==> src/rtl/nibble_adder_pkg.sv <==
// Shared constants and FSM state type for the nibble-serial adder.
package nibble_adder_pkg;
  localparam int NIBBLE_W = 4;

  typedef enum logic [1:0] {IDLE, ADD, DONE} nsa_state_t;
endpackage

==> src/rtl/four_bit_adder.sv <==
// Combinational 4-bit ripple adder: the only arithmetic in the serial adder.
module four_bit_adder (
  input  logic [3:0] a,
  input  logic [3:0] b,
  input  logic       cin,
  output logic [3:0] sum,
  output logic       cout
);
  assign {cout, sum} = {1'b0, a} + {1'b0, b} + {4'b0000, cin};
endmodule

==> src/rtl/nibble_serial_adder.sv <==
// WIDTH-bit adder that processes one nibble per cycle through a single four_bit_adder,
// with the inter-nibble carry held in a register.
module nibble_serial_adder
  import nibble_adder_pkg::*;
#(
  parameter int WIDTH = 16
) (
  input  logic             clk,
  input  logic             rst,
  // Handshake: a transfer happens on a rising edge where valid && ready.
  // Producers keep data stable while valid is high and ready is low.
  input  logic             in_valid,
  output logic             in_ready,
  input  logic [WIDTH-1:0] in_a,
  input  logic [WIDTH-1:0] in_b,
  input  logic             in_cin,
  output logic             out_valid,
  input  logic             out_ready,
  output logic [WIDTH-1:0] out_sum,
  output logic             out_cout,
  output logic             busy,
  output nsa_state_t       dbg_state
);
  localparam int NIBBLES = WIDTH / NIBBLE_W;
  localparam int IDX_W   = (NIBBLES > 1) ? $clog2(NIBBLES) : 1;
  localparam logic [IDX_W-1:0] LAST_IDX = IDX_W'(NIBBLES - 1);

  nsa_state_t       state_q;
  logic [WIDTH-1:0] op_a_q;
  logic [WIDTH-1:0] op_b_q;
  logic [WIDTH-1:0] work_q;
  logic [WIDTH-1:0] work_d;
  logic [WIDTH-1:0] sum_q;
  logic             cout_q;
  logic             carry_q;
  logic [IDX_W-1:0] idx_q;

  logic [NIBBLE_W-1:0] nib_a;
  logic [NIBBLE_W-1:0] nib_b;
  logic [NIBBLE_W-1:0] nib_sum;
  logic                nib_cout;

  assign nib_a = op_a_q[idx_q*NIBBLE_W +: NIBBLE_W];
  assign nib_b = op_b_q[idx_q*NIBBLE_W +: NIBBLE_W];

  four_bit_adder u_add (
    .a    (nib_a),
    .b    (nib_b),
    .cin  (carry_q),
    .sum  (nib_sum),
    .cout (nib_cout)
  );

  // Work register with the current nibble merged in; on the last nibble this is the full sum.
  always_comb begin
    work_d = work_q;
    work_d[idx_q*NIBBLE_W +: NIBBLE_W] = nib_sum;
  end

  assign in_ready  = (state_q == IDLE) && !rst;
  assign out_valid = (state_q == DONE);
  assign busy      = (state_q == ADD) || (state_q == DONE);
  assign out_sum   = sum_q;
  assign out_cout  = cout_q;
  assign dbg_state = state_q;

  always_ff @(posedge clk) begin
    if (rst) begin
      state_q <= IDLE;
      op_a_q  <= '0;
      op_b_q  <= '0;
      work_q  <= '0;
      sum_q   <= '0;
      cout_q  <= 1'b0;
      carry_q <= 1'b0;
      idx_q   <= '0;
    end else begin
      case (state_q)
        IDLE: begin
          if (in_valid) begin
            op_a_q  <= in_a;
            op_b_q  <= in_b;
            carry_q <= in_cin;
            idx_q   <= '0;
            state_q <= ADD;
          end
        end
        ADD: begin
          work_q  <= work_d;
          carry_q <= nib_cout;
          if (idx_q == LAST_IDX) begin
            sum_q   <= work_d;
            cout_q  <= nib_cout;
            idx_q   <= '0;
            state_q <= DONE;
          end else begin
            idx_q <= idx_q + 1'b1;
          end
        end
        DONE: begin
          if (out_ready) state_q <= IDLE;
        end
        default: state_q <= IDLE;
      endcase
    end
  end
endmodule
==> config.mk <==
export PLATFORM = sky130hd
export DESIGN_NAME = nibble_serial_adder
export DESIGN_NICKNAME = d
export VERILOG_FILES = /design/src/rtl/nibble_adder_pkg.sv /design/src/rtl/four_bit_adder.sv /design/src/rtl/nibble_serial_adder.sv
export SDC_FILE = /design/constraint.sdc
export NUM_CORES = 1
export LEC_CHECK = 0
export ABC_AREA = 1
export ABC_CLOCK_PERIOD_IN_PS = 2300
export BUFFER_PORTS_ARGS = -buffer_cell sky130_fd_sc_hd__buf_4
export CAP_MARGIN = 40
export CORE_ASPECT_RATIO = 1.75
export CORE_UTILIZATION = 35
export CTS_BUF_LIST = sky130_fd_sc_hd__clkbuf_4
export DETAILED_ROUTE_END_ITERATION = 7
export GPL_TIMING_DRIVEN = 1
export PLACE_DENSITY = 0.6
export REMOVE_ABC_BUFFERS = 1
export SYNTH_ARGS = -nofsm -noshare
export SYNTH_HDL_FRONTEND = slang
export SYNTH_HIERARCHICAL = 1
export SYNTH_SLANG_ARGS = --single-unit
export TNS_END_PERCENT = 1
==> constraint.sdc <==
create_clock -name clk -period 2.3 [get_ports clk]
set_clock_uncertainty 0.05 [all_clocks]
set_input_delay 0.23 -clock clk [delete_from_list [all_inputs] [get_ports clk]]
set_output_delay 0.23 -clock clk [all_outputs]
set_load 0.05 [all_outputs]
### Word-level counts from Yosys, hierarchy flattened

Index checks and enable logic that the tools add are counted.

* bits in registers: 70
* output and inout port bits: 22

* reductions and logical operators: 9
* muxes and demuxes: 10
* equal/unequal tests: 6
* $add $sub $neg: 4
* shifts and indexed selects: 4

Operators by type and width (number)
* 4-bit negator with 34-bit output: 1
* 4-bit by 34-bit variable shift with 16-bit output (first input constant): 1
* 4-bit by 34-bit variable part select with 16-bit output: 1
* 16-bit by 5-bit variable part select with 4-bit output: 2
* 16-bit bitwise mux: 1
* 2-bit 2-to-1 mux: 5
* 2-bit case mux with 3 select lines: 1
* 2-bit AND reduction: 3
* 4-bit by 4-bit adder with 5-bit output: 1
* 5-bit by 1-bit adder with 5-bit output: 1
* 2-bit equality test (second input constant): 2
* 2-bit by 1-bit != test with 1-bit output (second input constant): 2
* 2-bit case mux with 2 select lines: 1
* 3-bit AND reduction: 1
* 2-bit by 1-bit adder with 2-bit output (second input constant): 1
* 2-bit by 1-bit equality test with 1-bit output (second input constant): 1
* 2-bit logical NOT: 1
* 2-bit != test (second input constant): 1
* 1-bit case mux with 2 select lines: 1
* 2-bit nonzero test: 1
* 1-bit logical AND: 1
* 1-bit logical NOT: 1
* 1-bit logical OR: 1
* 1-bit 2-to-1 mux: 1

### Logic depth before layout (Yosys ltp)

* depth after elaboration: 5
* depth in mapped cells: 15
* gate-level depth less buffers: 14

### By module

Netlist, hierarchy kept.

Modules (own cells, without submodules)
* nibble_serial_adder: area each 3335.7 um^2, instances 1, cells an instance 505
* four_bit_adder: area each 165.2 um^2, instances 1, cells an instance 25

### Worst setup path before layout

OpenSTA, ideal clock, no wires.

* kind: reg2reg
* start: register idx_q[1]
* end: register work_q[5]
* cell stages (with the launch flop): 15
* slack: -0.117 ns
* library setup time: 0.056 ns
* arrival: 2.312 ns
* data required time: 2.194 ns
* clock period less this slack: 2.417 ns
* path through: dfxtp_1 -> clkbuf_1 -> inv_1 -> o21ai_0 -> o22ai_1 -> fa_1 -> inv_1 -> fa_1 -> inv_1 -> nand2_1 -> nor2_1 -> nand2_1 -> nand3_1 -> nand2_1 -> inv_1

* cells in the longest elaborated chain, start to end: 5
* elaborated cells on any way between the ends: 8

Ends and longest elaborated chain
* start: declaration: line nibble_serial_adder.sv:36 `logic [IDX_W-1:0] idx_q;`
* start signal: assignment: line nibble_serial_adder.sv:97 `idx_q <= idx_q + 1'b1;`
* 16-bit by 5-bit variable part select with 4-bit output: line nibble_serial_adder.sv:43 `assign nib_a = op_a_q[idx_q*NIBBLE_W +: NIBBLE_W];`
* via nib_a[0]: line nibble_serial_adder.sv:38 `logic [NIBBLE_W-1:0] nib_a;`
* 4-bit by 4-bit adder with 5-bit output: line four_bit_adder.sv:9 `assign {cout, sum} = {1'b0, a} + {1'b0, b} + {4'b0000, cin};`
* 5-bit by 1-bit adder with 5-bit output: line four_bit_adder.sv:9
* via nib_sum[1]: line nibble_serial_adder.sv:40 `logic [NIBBLE_W-1:0] nib_sum;`
* 4-bit by 34-bit variable part select with 16-bit output: line nibble_serial_adder.sv:57 `work_d[idx_q*NIBBLE_W +: NIBBLE_W] = nib_sum;`
* 16-bit bitwise mux: line nibble_serial_adder.sv:57
* end signal: assignment: line nibble_serial_adder.sv:89 `work_q <= work_d;`
* end: declaration: line nibble_serial_adder.sv:31 `logic [WIDTH-1:0] work_q;`

The timed path passes the listed nets, and every way through them passes these cells.
A chain may end at the register's enable or synchronous reset.

### Worst setup path in the final report

* start: register idx_q[0]
* end: register work_q[13]

* cells in the longest elaborated chain, start to end: 5
* elaborated cells on any way between the ends: 8

Ends and longest elaborated chain
* 16-bit by 5-bit variable part select with 4-bit output: line nibble_serial_adder.sv:44 `assign nib_b = op_b_q[idx_q*NIBBLE_W +: NIBBLE_W];`
* via nib_b[0]: line nibble_serial_adder.sv:39 `logic [NIBBLE_W-1:0] nib_b;`
* 4-bit by 4-bit adder with 5-bit output: line four_bit_adder.sv:9
* 5-bit by 1-bit adder with 5-bit output: line four_bit_adder.sv:9
* via nib_sum[1]: line nibble_serial_adder.sv:40
* 4-bit by 34-bit variable part select with 16-bit output: line nibble_serial_adder.sv:57
* 16-bit bitwise mux: line nibble_serial_adder.sv:57

The timed path passes the listed nets, and every way through them passes these cells.

==> impl_results.md <==
* Status: complete, no violations
* GRT Util Overall at around 17%
* Final worst slack at around 45 ps
* Tightest Hold Check Type: primary input to register
* Tightest Pin Transition at around 570 ps
* Crit start category: register
* Final setup fails at 0
* Final Wtd Congestion at around 0.87
* Crit path required time at 2640 ps
* CTS tree: yes
* PwrDens at about 1200 nW/um2
* CP Max Fanout at 7
* Die height at ~130 um
* WP buf/inv at 4
* Kind of end point of the critical path: register
* H-tree levels at 3
* R2R Path End: work_q[13]
* Final Critical Period at about 2300 ps
* 1st-iter DRT viols at around 140
* Post-Syn Area at 3501 um2
* WL final at roughly 8500 um
* Number of max-cap violations at 0
* Reg2Reg Depth at 13
* Root Buffer: clkbuf_4
* Pre-CTS setup slack at -146.0 ps
* Initial antenna violation count at 1
* Hold Path Sink: op_b_q[0]
* Slowest stage cell on the critical path: fa_2
* Via count at approximately 3500
* Starting Density at 35.76%
* GR Overflow Total at 0
* Detailed-route vias per instance at 4.649
* Global-route wire length before repair at 13630 um
* #FFs+latches synth at 70
* # rows at 48
* Yosys cell types at 21
* Final Max Slew Viols at 0
* RSZ-0062 raised after global routing: true
* Fin crit share at a little over nine tenths
* Core area at 9789 um2
* Worst vdd ir at a little over 0.0006 V
* Final nets at around 670
* Die area at 10420 um2
* Register area share after synthesis at 40.03%
* Delay-heaviest family, CP: adder cells
* Synth Warn # at 6
* 1st-pass router iterations at 4
* Max_slew headroom at 62.11%
* Non-filler instance count after layout at 752
* Final hold vios at 0
* Hold Path Depth at 3
* Share of post-route cells with drive strength above 1 at 22.04%
* Worst hold path startpoint: in_b[0]
* Crit path cell chain: buf_6, o21ai_2, o22ai_2, fa_2, inv_2, fa_2, inv_2, nand2_2, nor2_4, nand2_1, nand3_1, nand2_1, inv_1
* IO Count at between 50 and 60
* Largest net degree at the start of global routing at 38
* Syn avg cell area at around 6.6 um2
* Routed length per instance at 11.28 um
* DRC violations left at 0
* Clock transition at path regs at 120 ps
* Clk_lat worst skew at 430 ps
* CP max stage delay at 430 ps
* FF-to-FF Start: idx_q[0]
* Final HPWL DP at between 6000 and 7000 um
* R2r setup slk at 50 ps
* Worst hold slack at 31.23 ps
* Bufs on Longest Clock Path at 2
* Antenna-violating nets left at 0
* Vias in the first global route at 3123
* Critical Path AT at between 2000 and 3000 ps
* Overall power at 5.518 mW
* Fmax at 443.5 MHz
* Placed insts at 700
* Area Overhead vs Synth at 32.84%
* Buffers on Ports at 58
* Leakage power at 2.218 nW
* Setup CP Type: register to register
* Horiz. Die Dim at about 78 um
* Number of CTS-inserted buffers at 9
* Sink Count at 70
* Syn Inst Count at between 500 and 600
## power breakdown
group	internal, mW	switching [mW]
clock	0.331	0.463
combinational	1.18	1.81
sequential	1.54	0.190
total	3.05	2.47
## per-stage QoR
step                      setup TNS (ps)  cell area [um2]  utilization [%]
after floorplan                    -5994             3347                -
after detailed placement          -965.7             4036            41.23
final                                  0             4651            47.51
after global placement            -348.5             4036            41.23
after CTS                              0             4537            46.34
after global routing               -1236             4651            47.51
## routing by layer
layer	GRT usage [%]	up-vias	share of wire (%)	wire length, um
met5	0	-	0	0
met1	15.69	1588	38	3203
li1	-	1837	-	-
met3	3.741	15	2.3	198
met2	32.30	56	57	4871
met4	8.700	0	2.4	204
## worst max path at each step
stage | start | to | slack, ps | depth (start not counted)
detailed placement | idx_q[0] | out_sum[14] | -150 | 13
global route | idx_q[0] | out_sum[5] | -100 | 13
global placement | idx_q[0] | out_sum[6] | -80 | 13
CTS | idx_q[0] | out_sum[14] | 5 | 13
finish | idx_q[0] | work_q[13] | 50 | 13
floorplan | idx_q[0] | work_q[5] | -410 | 13
## kinds of logic (layout without fill, tap and decap cells)
| logic type | count (synthesis) | in the layout | synth area share (%) |
|---|---|---|---|
| adder cells (fa/ha/maj) | 14 | 14 | 5.432 |
| AO/OA/AOI/OAI | 65 | 65 | 9.578 |
| XOR/XNOR | 1 | 1 | 0.2502 |
| other | 0 | 1 | 0 |
| flip-flops | 70 | 70 | 40.03 |
| AND/OR/NAND/NOR | 292 | 292 | 33.52 |
| buffers and inverters | 88 | 184 | 11.19 |
## sequential cells by signal (all words and copies together), names as in the netlist
| signal | count |
|---|---|
| carry_q | 1 |
| op_b_q | 16 |
| work_q | 16 |
| out_cout | 1 |
| dbg_state | 2 |
| idx_q | 2 |
| out_sum | 16 |
| op_a_q | 16 |
## worst register-to-register path, cell delays in order, from the launching register on
cell     delay (ps)
dfxtp_4         380
buf_6           130
o21ai_2         130
o22ai_2         100
fa_2            410
inv_2            70
fa_2            430
inv_2            90
nand2_2          70
nor2_4          120
nand2_1          70
nand3_1          80
nand2_1          50
inv_1            40
## Yosys cell counts (all sizes together)
cell      n  area, um2
fa        2      40.04
nand2    79      301.5
o21ai    53      265.3
xnor2     1      8.760
nand3    42      210.2
ha       12      150.1
inv      61      229.0
o22ai     8      50.05
clkinv    1      8.760
buf      18      123.9
clkbuf    8      30.03
nor2    167      636.9
dfxtp    70       1401
a21oi     4      20.02
nand4     4      25.02
## cell usage in the layout (no fill, tap or decap), drive strengths merged, types with 8 or more instances in the layout
cell type | netlist | layout
buf | 18 | 76
dlygate4sd3 | 0 | 30
inv | 61 | 61
ha | 12 | 12
nand2 | 79 | 79
nor2 | 167 | 167
o21ai | 53 | 53
clkbuf | 8 | 9
nand3 | 42 | 42
dfxtp | 70 | 70
o22ai | 8 | 8
## cell type report
class | count | area, um2
multi-input cells | 372 | 1824
repair buffers | 106 | 878.3
clock inverters | 7 | 75.07
inverters | 62 | 240.2
clock buffers | 9 | 67.56
flip-flops and latches | 70 | 1406
diodes | 1 | 2.502
well taps | 125 | 156.4
fillers | 1012 | 5139
## timing repair
item | in CTS | in global routing
buffers inserted | 3 | 2
resized for setup | 12 | 37
endpoints found under the setup margin | 16 | 25
pin swaps | 10 | 14
hold buffers | 30 | 0
endpoints found under the hold margin | 30 | 0
Note: power is estimated with default switching activity, not from simulation.
